==> src/rtl/seg_scan_ctrl_if.sv <==
// Host-side bundle for seg_scan_ctrl: value load, display attributes and scan outputs.
// Signal names carry the controller's i_/o_ point of view.
interface seg_scan_ctrl_if;
  logic [19:0] i_data;
  logic        i_data_vld;
  logic [5:0]  i_point;
  logic        i_sign;
  logic        i_seg_en;
  logic        o_busy;
  logic [5:0]  o_sel;
  logic [7:0]  o_seg;

  modport master (
    output i_data, i_data_vld, i_point, i_sign, i_seg_en,
    input  o_busy, o_sel, o_seg
  );

  modport slave (
    input  i_data, i_data_vld, i_point, i_sign, i_seg_en,
    output o_busy, o_sel, o_seg
  );
endinterface

==> src/rtl/seg_scan_ctrl.sv <==
// Six-digit LED scan controller: sequential binary-to-BCD conversion plus time-multiplexed
// sel/seg generation with leading-zero blanking, decimal points, minus sign and anti-ghost slot.
//
// state | meaning
// IDLE  | waiting for a load strobe
// SHIFT | 20 double-dabble iterations (add-3 then shift)
// DONE  | publish accumulator to the display register; chain a pending load if any
module seg_scan_ctrl #(
  parameter int unsigned SCAN_MAX  = 49_999,
  parameter int unsigned BLANK_CYC = 100
) (
  input  logic           sys_clk,
  input  logic           sys_rst_n,
  seg_scan_ctrl_if.slave bus
);

  localparam int SLOT_W = $clog2(SCAN_MAX + 1);

  typedef enum logic [1:0] {
    ST_IDLE  = 2'd0,
    ST_SHIFT = 2'd1,
    ST_DONE  = 2'd2
  } state_t;

  state_t            r_state;
  state_t            w_state_nxt;
  logic [19:0]       r_bin;
  logic [23:0]       r_bcd;
  logic [4:0]        r_bit_cnt;
  logic              r_pend;
  logic [19:0]       r_pend_val;
  logic [23:0]       r_disp_bcd;
  logic [SLOT_W-1:0] r_cnt_slot;
  logic [2:0]        r_cnt_dig;
  logic [5:0]        r_sel;
  logic [7:0]        r_seg;

  logic [19:0]       w_data_sat;
  logic [19:0]       w_load_val;
  logic              w_load;
  logic              w_shift;
  logic              w_commit;
  logic              w_pend_clr;
  logic [23:0]       w_bcd_adj;
  logic [5:0]        w_blank;
  logic [5:0]        w_minus;
  logic [5:0]        w_sel_nxt;
  logic [3:0]        w_nib;
  logic              w_dp;
  logic              w_dig_blank;
  logic              w_dig_minus;
  logic [6:0]        w_glyph;
  logic [7:0]        w_code;

  assign w_data_sat = (bus.i_data > 20'd999_999) ? 20'd999_999 : bus.i_data;

  always_ff @(posedge sys_clk or negedge sys_rst_n) begin
    if (!sys_rst_n) r_state <= ST_IDLE;
    else            r_state <= w_state_nxt;
  end

  // A strobe landing in DONE is folded straight into the next conversion.
  always_comb begin
    w_state_nxt = r_state;
    w_load      = 1'b0;
    w_load_val  = w_data_sat;
    w_shift     = 1'b0;
    w_commit    = 1'b0;
    w_pend_clr  = 1'b0;
    case (r_state)
      ST_IDLE: begin
        if (bus.i_data_vld) begin
          w_load      = 1'b1;
          w_state_nxt = ST_SHIFT;
        end
      end
      ST_SHIFT: begin
        w_shift = 1'b1;
        if (r_bit_cnt == 5'd0) w_state_nxt = ST_DONE;
      end
      ST_DONE: begin
        w_commit = 1'b1;
        if (r_pend || bus.i_data_vld) begin
          w_load      = 1'b1;
          w_load_val  = bus.i_data_vld ? w_data_sat : r_pend_val;
          w_pend_clr  = 1'b1;
          w_state_nxt = ST_SHIFT;
        end else begin
          w_state_nxt = ST_IDLE;
        end
      end
      default: w_state_nxt = ST_IDLE;
    endcase
  end

  always_comb begin
    w_bcd_adj = r_bcd;
    for (int i = 0; i < 6; i++) begin
      if (r_bcd[4*i +: 4] >= 4'd5) w_bcd_adj[4*i +: 4] = r_bcd[4*i +: 4] + 4'd3;
    end
  end

  always_ff @(posedge sys_clk or negedge sys_rst_n) begin
    if (!sys_rst_n) begin
      r_bin      <= '0;
      r_bcd      <= '0;
      r_bit_cnt  <= '0;
      r_disp_bcd <= '0;
    end else begin
      if (w_load) begin
        r_bin     <= w_load_val;
        r_bcd     <= '0;
        r_bit_cnt <= 5'd19;
      end else if (w_shift) begin
        {r_bcd, r_bin} <= {w_bcd_adj[22:0], r_bin, 1'b0};
        if (r_bit_cnt != 5'd0) r_bit_cnt <= r_bit_cnt - 5'd1;
      end
      if (w_commit) r_disp_bcd <= r_bcd;
    end
  end

  always_ff @(posedge sys_clk or negedge sys_rst_n) begin
    if (!sys_rst_n) begin
      r_pend     <= 1'b0;
      r_pend_val <= '0;
    end else if (w_pend_clr) begin
      r_pend <= 1'b0;
    end else if (bus.i_data_vld && (r_state != ST_IDLE)) begin
      r_pend     <= 1'b1;
      r_pend_val <= w_data_sat;
    end
  end

  always_ff @(posedge sys_clk or negedge sys_rst_n) begin
    if (!sys_rst_n) begin
      r_cnt_slot <= '0;
      r_cnt_dig  <= '0;
    end else if (r_cnt_slot == SLOT_W'(SCAN_MAX)) begin
      r_cnt_slot <= '0;
      r_cnt_dig  <= (r_cnt_dig == 3'd5) ? 3'd0 : r_cnt_dig + 3'd1;
    end else begin
      r_cnt_slot <= r_cnt_slot + 1'b1;
    end
  end

  // Blanking walks down from the top digit; a lit decimal point stops it.
  always_comb begin
    logic v_zero;
    v_zero  = 1'b1;
    w_blank = '0;
    for (int k = 5; k >= 1; k--) begin
      v_zero     = v_zero & (r_disp_bcd[4*k +: 4] == 4'd0) & ~bus.i_point[k];
      w_blank[k] = v_zero;
    end
  end

  assign w_minus = w_blank & ~{w_blank[4:0], 1'b0};

  always_comb begin
    w_sel_nxt   = '0;
    w_nib       = '0;
    w_dp        = 1'b0;
    w_dig_blank = 1'b0;
    w_dig_minus = 1'b0;
    for (int k = 0; k < 6; k++) begin
      if (r_cnt_dig == 3'(k)) begin
        w_sel_nxt[k] = 1'b1;
        w_nib        = r_disp_bcd[4*k +: 4];
        w_dp         = bus.i_point[k];
        w_dig_blank  = w_blank[k];
        w_dig_minus  = w_minus[k];
      end
    end
  end

  always_comb begin
    case (w_nib)
      4'd0:    w_glyph = 7'h40;
      4'd1:    w_glyph = 7'h79;
      4'd2:    w_glyph = 7'h24;
      4'd3:    w_glyph = 7'h30;
      4'd4:    w_glyph = 7'h19;
      4'd5:    w_glyph = 7'h12;
      4'd6:    w_glyph = 7'h02;
      4'd7:    w_glyph = 7'h78;
      4'd8:    w_glyph = 7'h00;
      4'd9:    w_glyph = 7'h10;
      default: w_glyph = 7'h7F;
    endcase
  end

  always_comb begin
    if (w_dig_blank) w_code = (w_dig_minus && bus.i_sign) ? 8'hBF : 8'hFF;
    else             w_code = {~w_dp, w_glyph};
  end

  always_ff @(posedge sys_clk or negedge sys_rst_n) begin
    if (!sys_rst_n) begin
      r_sel <= '0;
      r_seg <= 8'hFF;
    end else if (!bus.i_seg_en) begin
      r_sel <= '0;
      r_seg <= 8'hFF;
    end else begin
      r_sel <= w_sel_nxt;
      r_seg <= (r_cnt_slot < SLOT_W'(BLANK_CYC)) ? 8'hFF : w_code;
    end
  end

  assign bus.o_busy = (r_state != ST_IDLE);
  assign bus.o_sel  = r_sel;
  assign bus.o_seg  = r_seg;

endmodule

==> src/flat_wrapper.sv <==
// flat-port wrapper written by rule: the top's interface ports become plain ports
module seg_scan_ctrl_flat 
#(
  parameter int unsigned SCAN_MAX  = 49_999,
  parameter int unsigned BLANK_CYC = 100
)
  (sys_clk, sys_rst_n, bus_i_data, bus_i_data_vld, bus_i_point, bus_i_sign, bus_i_seg_en, bus_o_busy, bus_o_sel, bus_o_seg);
  seg_scan_ctrl_if bus_i ();
  input  logic sys_clk;
  input  logic sys_rst_n;
  input wire logic [$bits(bus_i.i_data)-1:0] bus_i_data;
  input wire logic [$bits(bus_i.i_data_vld)-1:0] bus_i_data_vld;
  input wire logic [$bits(bus_i.i_point)-1:0] bus_i_point;
  input wire logic [$bits(bus_i.i_sign)-1:0] bus_i_sign;
  input wire logic [$bits(bus_i.i_seg_en)-1:0] bus_i_seg_en;
  output wire logic [$bits(bus_i.o_busy)-1:0] bus_o_busy;
  output wire logic [$bits(bus_i.o_sel)-1:0] bus_o_sel;
  output wire logic [$bits(bus_i.o_seg)-1:0] bus_o_seg;
  assign bus_i.i_data = bus_i_data;
  assign bus_i.i_data_vld = bus_i_data_vld;
  assign bus_i.i_point = bus_i_point;
  assign bus_i.i_sign = bus_i_sign;
  assign bus_i.i_seg_en = bus_i_seg_en;
  assign bus_o_busy = bus_i.o_busy;
  assign bus_o_sel = bus_i.o_sel;
  assign bus_o_seg = bus_i.o_seg;
  seg_scan_ctrl #(.SCAN_MAX(SCAN_MAX), .BLANK_CYC(BLANK_CYC)) u_core (.sys_clk(sys_clk), .sys_rst_n(sys_rst_n), .bus(bus_i));
endmodule
==> config.mk <==
export PLATFORM = sky130hd
export DESIGN_NAME = seg_scan_ctrl_flat
export DESIGN_NICKNAME = d
export VERILOG_FILES = /design/src/rtl/seg_scan_ctrl_if.sv /design/src/rtl/seg_scan_ctrl.sv /design/src/flat_wrapper.sv
export SDC_FILE = /design/constraint.sdc
export NUM_CORES = 1
export LEC_CHECK = 0
export BUFFER_PORTS_ARGS = -buffer_cell sky130_fd_sc_hd__buf_2
export CAP_MARGIN = 20
export CORE_UTILIZATION = 61
export DETAILED_ROUTE_END_ITERATION = 8
export PLACE_DENSITY_LB_ADDON = 0.25
export SYNTH_ARGS = -nofsm -noshare
export SYNTH_HDL_FRONTEND = slang
export SYNTH_SLANG_ARGS = --single-unit
==> constraint.sdc <==
create_clock -name sys_clk -period 4.4 [get_ports sys_clk]
set_clock_uncertainty 0.15 [all_clocks]
set_input_delay 0.22 -clock sys_clk [delete_from_list [all_inputs] [get_ports sys_clk]]
set_output_delay 0.22 -clock sys_clk [all_outputs]
set_load 0.02 [all_outputs]
Yosys cells after proc, flatten, opt, wreduce, memory -nomap -nowiden
Memories as Yosys holds them, arrays and structs flattened.
Cells that the tools add are included.
- register bits after elaboration: 129
- ROM bits: 112
- bits of input ports: 31
- output and inout bits: 15
- logic and storage cells: 141
- memories: 1
- $add $sub $neg: 9
- magnitude comparators: 8
- equal/unequal tests: 10
- mux-type cells: 65
- bitwise logic cells: 18
- reductions and logical operators: 19
- memories (name ; words ; width ; rd ports ; clocked after memory_dff ; write ports ; line ; source):
    (no name shown) ; 16 ; 7 ; 1 ; 0 ; 0 ; seg_scan_ctrl.sv:177 ; case (w_nib)
- operators by type and width (kind ; number):
    two-way mux 20 bit ; 6
    two-way mux 24 bit ; 2
    two-way mux 4 bit ; 11
    two-way mux 1 bit ; 31
    >= comparator 4 x 3 -> 1 bit (second input constant) ; 6
    two-way mux 8 bit ; 3
    adder 4 x 2 -> 4 bit (second input constant) ; 5
    greater-than comparator 20 bit (second input constant) ; 1
    zero test 4 bit ; 5
    adder 16 x 1 -> 16 bit (second input constant) ; 1
    == test 16 bit (second input constant) ; 1
    less-than comparator 16 x 7 -> 1 bit (second input constant) ; 1
    two-way mux 16 bit ; 1
    two-way mux 5 bit ; 3
    AND 1 bit ; 9
    nonzero test 2 bit ; 4
    two-way mux 7 bit ; 1
    inverter 1 bit ; 7
    AND 6 bit ; 1
    == test 3 x 2 -> 1 bit (second input constant) ; 2
    == test 3 bit (second input constant) ; 2
    two-way mux 3 bit ; 2
    two-way mux 6 bit ; 1
    inverter 6 bit ; 1
    other kinds (18) ; 22

Longest topological paths before layout
- depth in word-level cells: 23
- depth in mapped cells: 13

Least setup slack after synthesis
No wires, ideal clock.
- path kind: reg-to-reg
- start point: reg u_core.r_cnt_dig[0]
- end point: reg u_core.r_seg[6] (netlist: u_core.bus.o_seg[6])
- library setup time: 0.078 ns
- arrival time: 2.521 ns
- required time: 4.172 ns
- slack: 1.651 ns
- stages on the path, launching flop included: 12
- buffers on the path: 3
- clock period less this slack: 2.749 ns
- path through: dfrtp_1 > buf_4 > clkbuf_1 > and2_1 > ha_1 > buf_2 > a221o_1 > a21oi_1 > inv_1 > ha_1 > a211o_1 > a31o_1
- cells in the longest elaborated chain, start to end: 12
- RTL lines (item ; line ; source):
    start: declaration ; seg_scan_ctrl.sv:34 ; logic [2:0] r_cnt_dig;
    start signal: assignment ; seg_scan_ctrl.sv:140 ; r_cnt_dig <= (r_cnt_dig == 3'd5) ? 3'd0 : r_cnt_dig + 3'd1;
    parallel branches: the longest is 9 deep, another holds memory (16 x 7 bit) ; -- ;
    two-way mux 8 bit (*) ; seg_scan_ctrl.sv:193 ; if (w_dig_blank) w_code = (w_dig_minus && bus.i_sign) ? 8'hBF : 8'hFF;
    two-way mux 8 bit (*) ; seg_scan_ctrl.sv:206 ; r_seg <= (r_cnt_slot < SLOT_W'(BLANK_CYC)) ? 8'hFF : w_code;
    two-way mux 8 bit (*) ; seg_scan_ctrl.sv:201 ; end else if (!bus.i_seg_en) begin
    end signal: assignment ; seg_scan_ctrl.sv:206 ;
    end: declaration ; seg_scan_ctrl.sv:36 ; logic [7:0] r_seg;
Every way passes the cells marked *.
A chain may end at the register's enable or synchronous reset.

Final worst setup path
- start point: reg u_core.r_cnt_dig[1]
- end point: reg u_core.r_seg[3] (netlist: u_core.bus.o_seg[3])
- cells in the longest elaborated chain, start to end: 11
- RTL lines (item ; line ; source):
    zero test 3 bit ; seg_scan_ctrl.sv:166 ; if (r_cnt_dig == 3'(k)) begin
    two-way mux 4 bit (6 in series) ; seg_scan_ctrl.sv:166 ;
    memory (16 x 7 bit) ; -- ;
    two-way mux 8 bit (*) ; seg_scan_ctrl.sv:193 ;
    two-way mux 8 bit (*) ; seg_scan_ctrl.sv:206 ;
    two-way mux 8 bit (*) ; seg_scan_ctrl.sv:201 ;
Mark *: on every way between the ends. The rest lies on a longest branch, timed or not.

==> insert_results.sql <==
INSERT INTO impl_metrics (metric_group, metric, value, unit) VALUES
('run_status', 'run_status', 'finished clean', ''),
('global_routing', 'grt_pass1_wl', '24500', 'µm'),
('synthesis', 'synthesis.area', '6450', 'µm²'),
('die', 'design.core.area', '10300', 'µm²'),
('final_layout', 'final_area', '7640', 'µm²'),
('sta', 'finalSetupViolCount', '0', ''),
('synthesis', 'flip_flop_and_latch_count_after_synthesis', '129', ''),
('cts', 'cts_resized', '0', ''),
('cts', 'insertion_delay', '530', 'ps'),
('synthesis', 'synthesized_netlist_net_count', '683', ''),
('final_layout', 'fin_util', '0.743', ''),
('sta', 'max_fclk', '329', 'MHz'),
('placed_design', 'post_dp_cell_area', '6750', 'µm²'),
('cts', 'cts_inserted_buffers', '17', ''),
('synthesis', 'synthCells', '631', ''),
('die', 'floorplan.die_area', '11000', 'µm²'),
('synthesis', 'synth_ff_type', 'dfrtp_1', ''),
('global_routing', 'gr_overflow_total', '0', ''),
('drt', 'first_iter_violations', '420', ''),
('global_routing', 'via_count_of_the_first_global_routing_pass', '5106', ''),
('final_layout', 'layout.cells.most_common_list', 'dfrtp_1, nand2_1, o21ai_0', ''),
('synthesis', 'seq_area_frac_synth', '0.502', ''),
('setup_path', 'critical_path.startpoint_type', 'register', ''),
('cts', 'cts_max_level', '4', ''),
('sta', 'worst_case_headroom_to_the_max_slew_limit', '0.432', ''),
('drt', 'highest_signal_layer', 'met4', ''),
('synthesis', 'synth_enable_flop_cells', '0', ''),
('final_layout', 'layout_filler_cell_count', '696', ''),
('sta', 'tightest_slew', '850', 'ps'),
('placed_design', 'count_of_buffers_inserted_at_the_top_level_ports', '45', ''),
('cts', 'number_of_buffers_on_the_longest_clock_path', '2', ''),
('global_routing', 'grt_max_degree', '130', ''),
('min_path', 'hold_start', 'bus_i_data_vld', ''),
('drt', 'drt_wl_total', '14300', 'µm'),
('drt', 'met2WireLength', '7000', 'µm'),
('placed_design', 'routabilityCongestion', '0.961', ''),
('cts', 'clkTransAtPathRegs', '60', 'ps'),
('setup_path', 'crit_path_max_fanout', '20', ''),
('setup_path', 'criticalPathCategory', 'reg2reg', ''),
('pwr', 'power.leakage', '0.00345', 'µW'),
('sta', 'setup_tns', '0', 'ps'),
('die', 'rows', '37', ''),
('final_layout', 'leading_cell_type_in_the_layout_fill_and_taps_excluded', 'dfrtp_1', ''),
('pwr', 'power.density', '611', 'nW/µm²'),
('drt', 'avgRoutedWirePerCell', '17.0', 'µm'),
('sta', 'finalHoldViolations', '0', ''),
('synthesis', 'synth.yosys.warnings', '0', ''),
('sta', 'final_min_period_over_clock_period', '0.692', ''),
('drt', 'wl_met1', '6340', 'µm'),
('cts', 'ctsRootBufferMaster', 'clkbuf_8', ''),
('synthesis', 'syn-mean-instance-area', '10.2', 'µm²'),
('cts', 'clkSinkCount', '129', ''),
('cts', 'cts_tree', 'built', ''),
('setup_path', 'required', '4670', 'ps'),
('pwr', 'ir_drop', '340', 'µV'),
('global_routing', 'global_route.usage.total', '0.284', ''),
('final_layout', 'synthToLayoutAreaGrowth', '18.4', '%'),
('setup_path', 'cp.arrival', '3310', 'ps'),
('die', 'dieHeight', '105', 'µm'),
('final_layout', 'share_of_cells_above_drive_strength_1', '0.178', ''),
('drt', 'detail_route.drc_violations', '0', ''),
('drt', 'vias_per_cell', '5.95', ''),
('drt', 'met3WireLength', '766', 'µm'),
('sta', 'final_period_minus_worst_setup_slack', '3040', 'ps'),
('drt', 'vias', '5014', ''),
('setup_path', 'cp-end-kind', 'register', ''),
('die', 'io-pin-count', '46', ''),
('setup_path', 'worstSetupStartpoint', 'u_core.r_cnt_dig[1]', ''),
('synthesis', 'synth_cell_types', '58', ''),
('setup_path', 'critical_path.reg2reg.startpoint', 'u_core.r_cnt_dig[1]', ''),
('drt', 'antenna_violating_nets_post_route', '0', ''),
('placed_design', 'detailedPlacementHpwl', '9050', 'µm'),
('synthesis', 'post_synthesis_async_set_or_reset_flop_share', '1.00', ''),
('sta', 'finalMaxSlewViolations', '0', ''),
('die', 'die_width', '105', 'µm'),
('sta', 'rsz0062_at_grt', 'no', ''),
('die', 'start_util', '0.627', ''),
('final_layout', 'antenna-diode-count', '0', ''),
('min_path', 'hold_removal_path_class', 'in2reg', ''),
('final_layout', 'finish.net_count', '746', ''),
('global_routing', 'antenna_found_initial', '0', ''),
('flow_run', 'drv.max_cap_violation_count', '0', ''),
('drt', 'drt_first_pass_iters', '6', ''),
('pwr', 'p_total', '4660', 'µW');
[final timing paths]
path                       slack [ps]  cells past startpoint                    end
max                              1360                      9    u_core.bus.o_seg[3]
min                               130                      3        u_core.r_bin[1]
max reg2reg                      1360                      9    u_core.bus.o_seg[3]
min reg2reg                       300                      1   u_core.r_cnt_slot[0]
max in group asynchronous        3420                      3   u_core.r_disp_bcd[1]
min in group asynchronous         220                      3  u_core.r_disp_bcd[21]
[cell type report]
type | count | area, µm² | area share
Multi-Input combinational cell | 447 | 2970 | 0.389
Clock inverter | 10 | 158 | 0.0206
Tap cell | 136 | 170 | 0.0223
Clock buffer | 22 | 453 | 0.0593
Sequential cell | 129 | 3240 | 0.424
Timing Repair Buffer | 77 | 563 | 0.0737
Inverter | 22 | 82.6 | 0.0108
[stage by stage]
step / setup WS (ps) / instances / hold WS (ps)
after floorplan: 1650 / 631 / -226
after detailed placement: 1440 / 785 / 239
final: 1360 / 843 / 130
after global placement: 1590 / 785 / 234
after CTS: 1420 / 842 / 103
after global routing: 1120 / 843 / 133
[logic make-up after synthesis]
family / share of synthesized area
simple gates: 0.153
compound gates: 0.165
flops: 0.502
buf+inv: 0.0376
mux: 0.0627
xor+xnor: 0.0394
fa+ha+maj: 0.0407
[layer usage]
metal / global-route usage / up-vias
met1: 0.379 / 2436
met3: 0.0667 / 24
met5: 0 / -
li1: - / 2377
met2: 0.456 / 177
met4: 0.104 / 0
[Yosys cell counts (all sizes together), types with 8 or more instances]
library cell / instances / share of area
clkbuf: 18 / 0.010
nor2: 52 / 0.030
dfrtp: 121 / 0.47
nand2b: 10 / 0.011
nand2: 69 / 0.040
nor2b: 8 / 0.0078
xor2: 15 / 0.020
buf: 15 / 0.014
a21oi: 30 / 0.024
o21ai: 59 / 0.046
mux2: 27 / 0.047
a221o: 21 / 0.033
xnor2: 14 / 0.019
ha: 21 / 0.041
mux2i: 10 / 0.016
inv: 22 / 0.013
nand3: 25 / 0.019
dfstp: 8 / 0.033
[flip-flops by register name (all words and copies together), names as in the netlist, 2 cells and up]
register / flops
u_core.r_bcd: 24
u_core.r_cnt_slot: 16
u_core.r_disp_bcd: 24
u_core.bus.o_sel: 6
u_core.r_cnt_dig: 3
u_core.r_state: 2
u_core.r_bit_cnt: 5
u_core.r_pend_val: 20
u_core.r_bin: 20
u_core.bus.o_seg: 8
[power breakdown]
group	total (µW)	internal (µW)	switching (µW)
logic	1370	623	743
registers	1850	1540	305
clock network	1450	947	505
total	4660	3110	1550
[worst max-delay path, stage by stage, from the launching register on]
cell	delay (ps)
dfrtp_1	770
and2_1	230
ha_1	470
a21oi_1	120
a21oi_1	380
inv_1	140
ha_1	210
or2_0	220
a21oi_1	150
o21ai_0	100
[timing repair]
item | in CTS | in global routing
endpoints found under the hold margin | 169 | 0
hold buffers | 25 | 0
setup buffers | 0 | 0
Power figures use the tool's default switching activity.
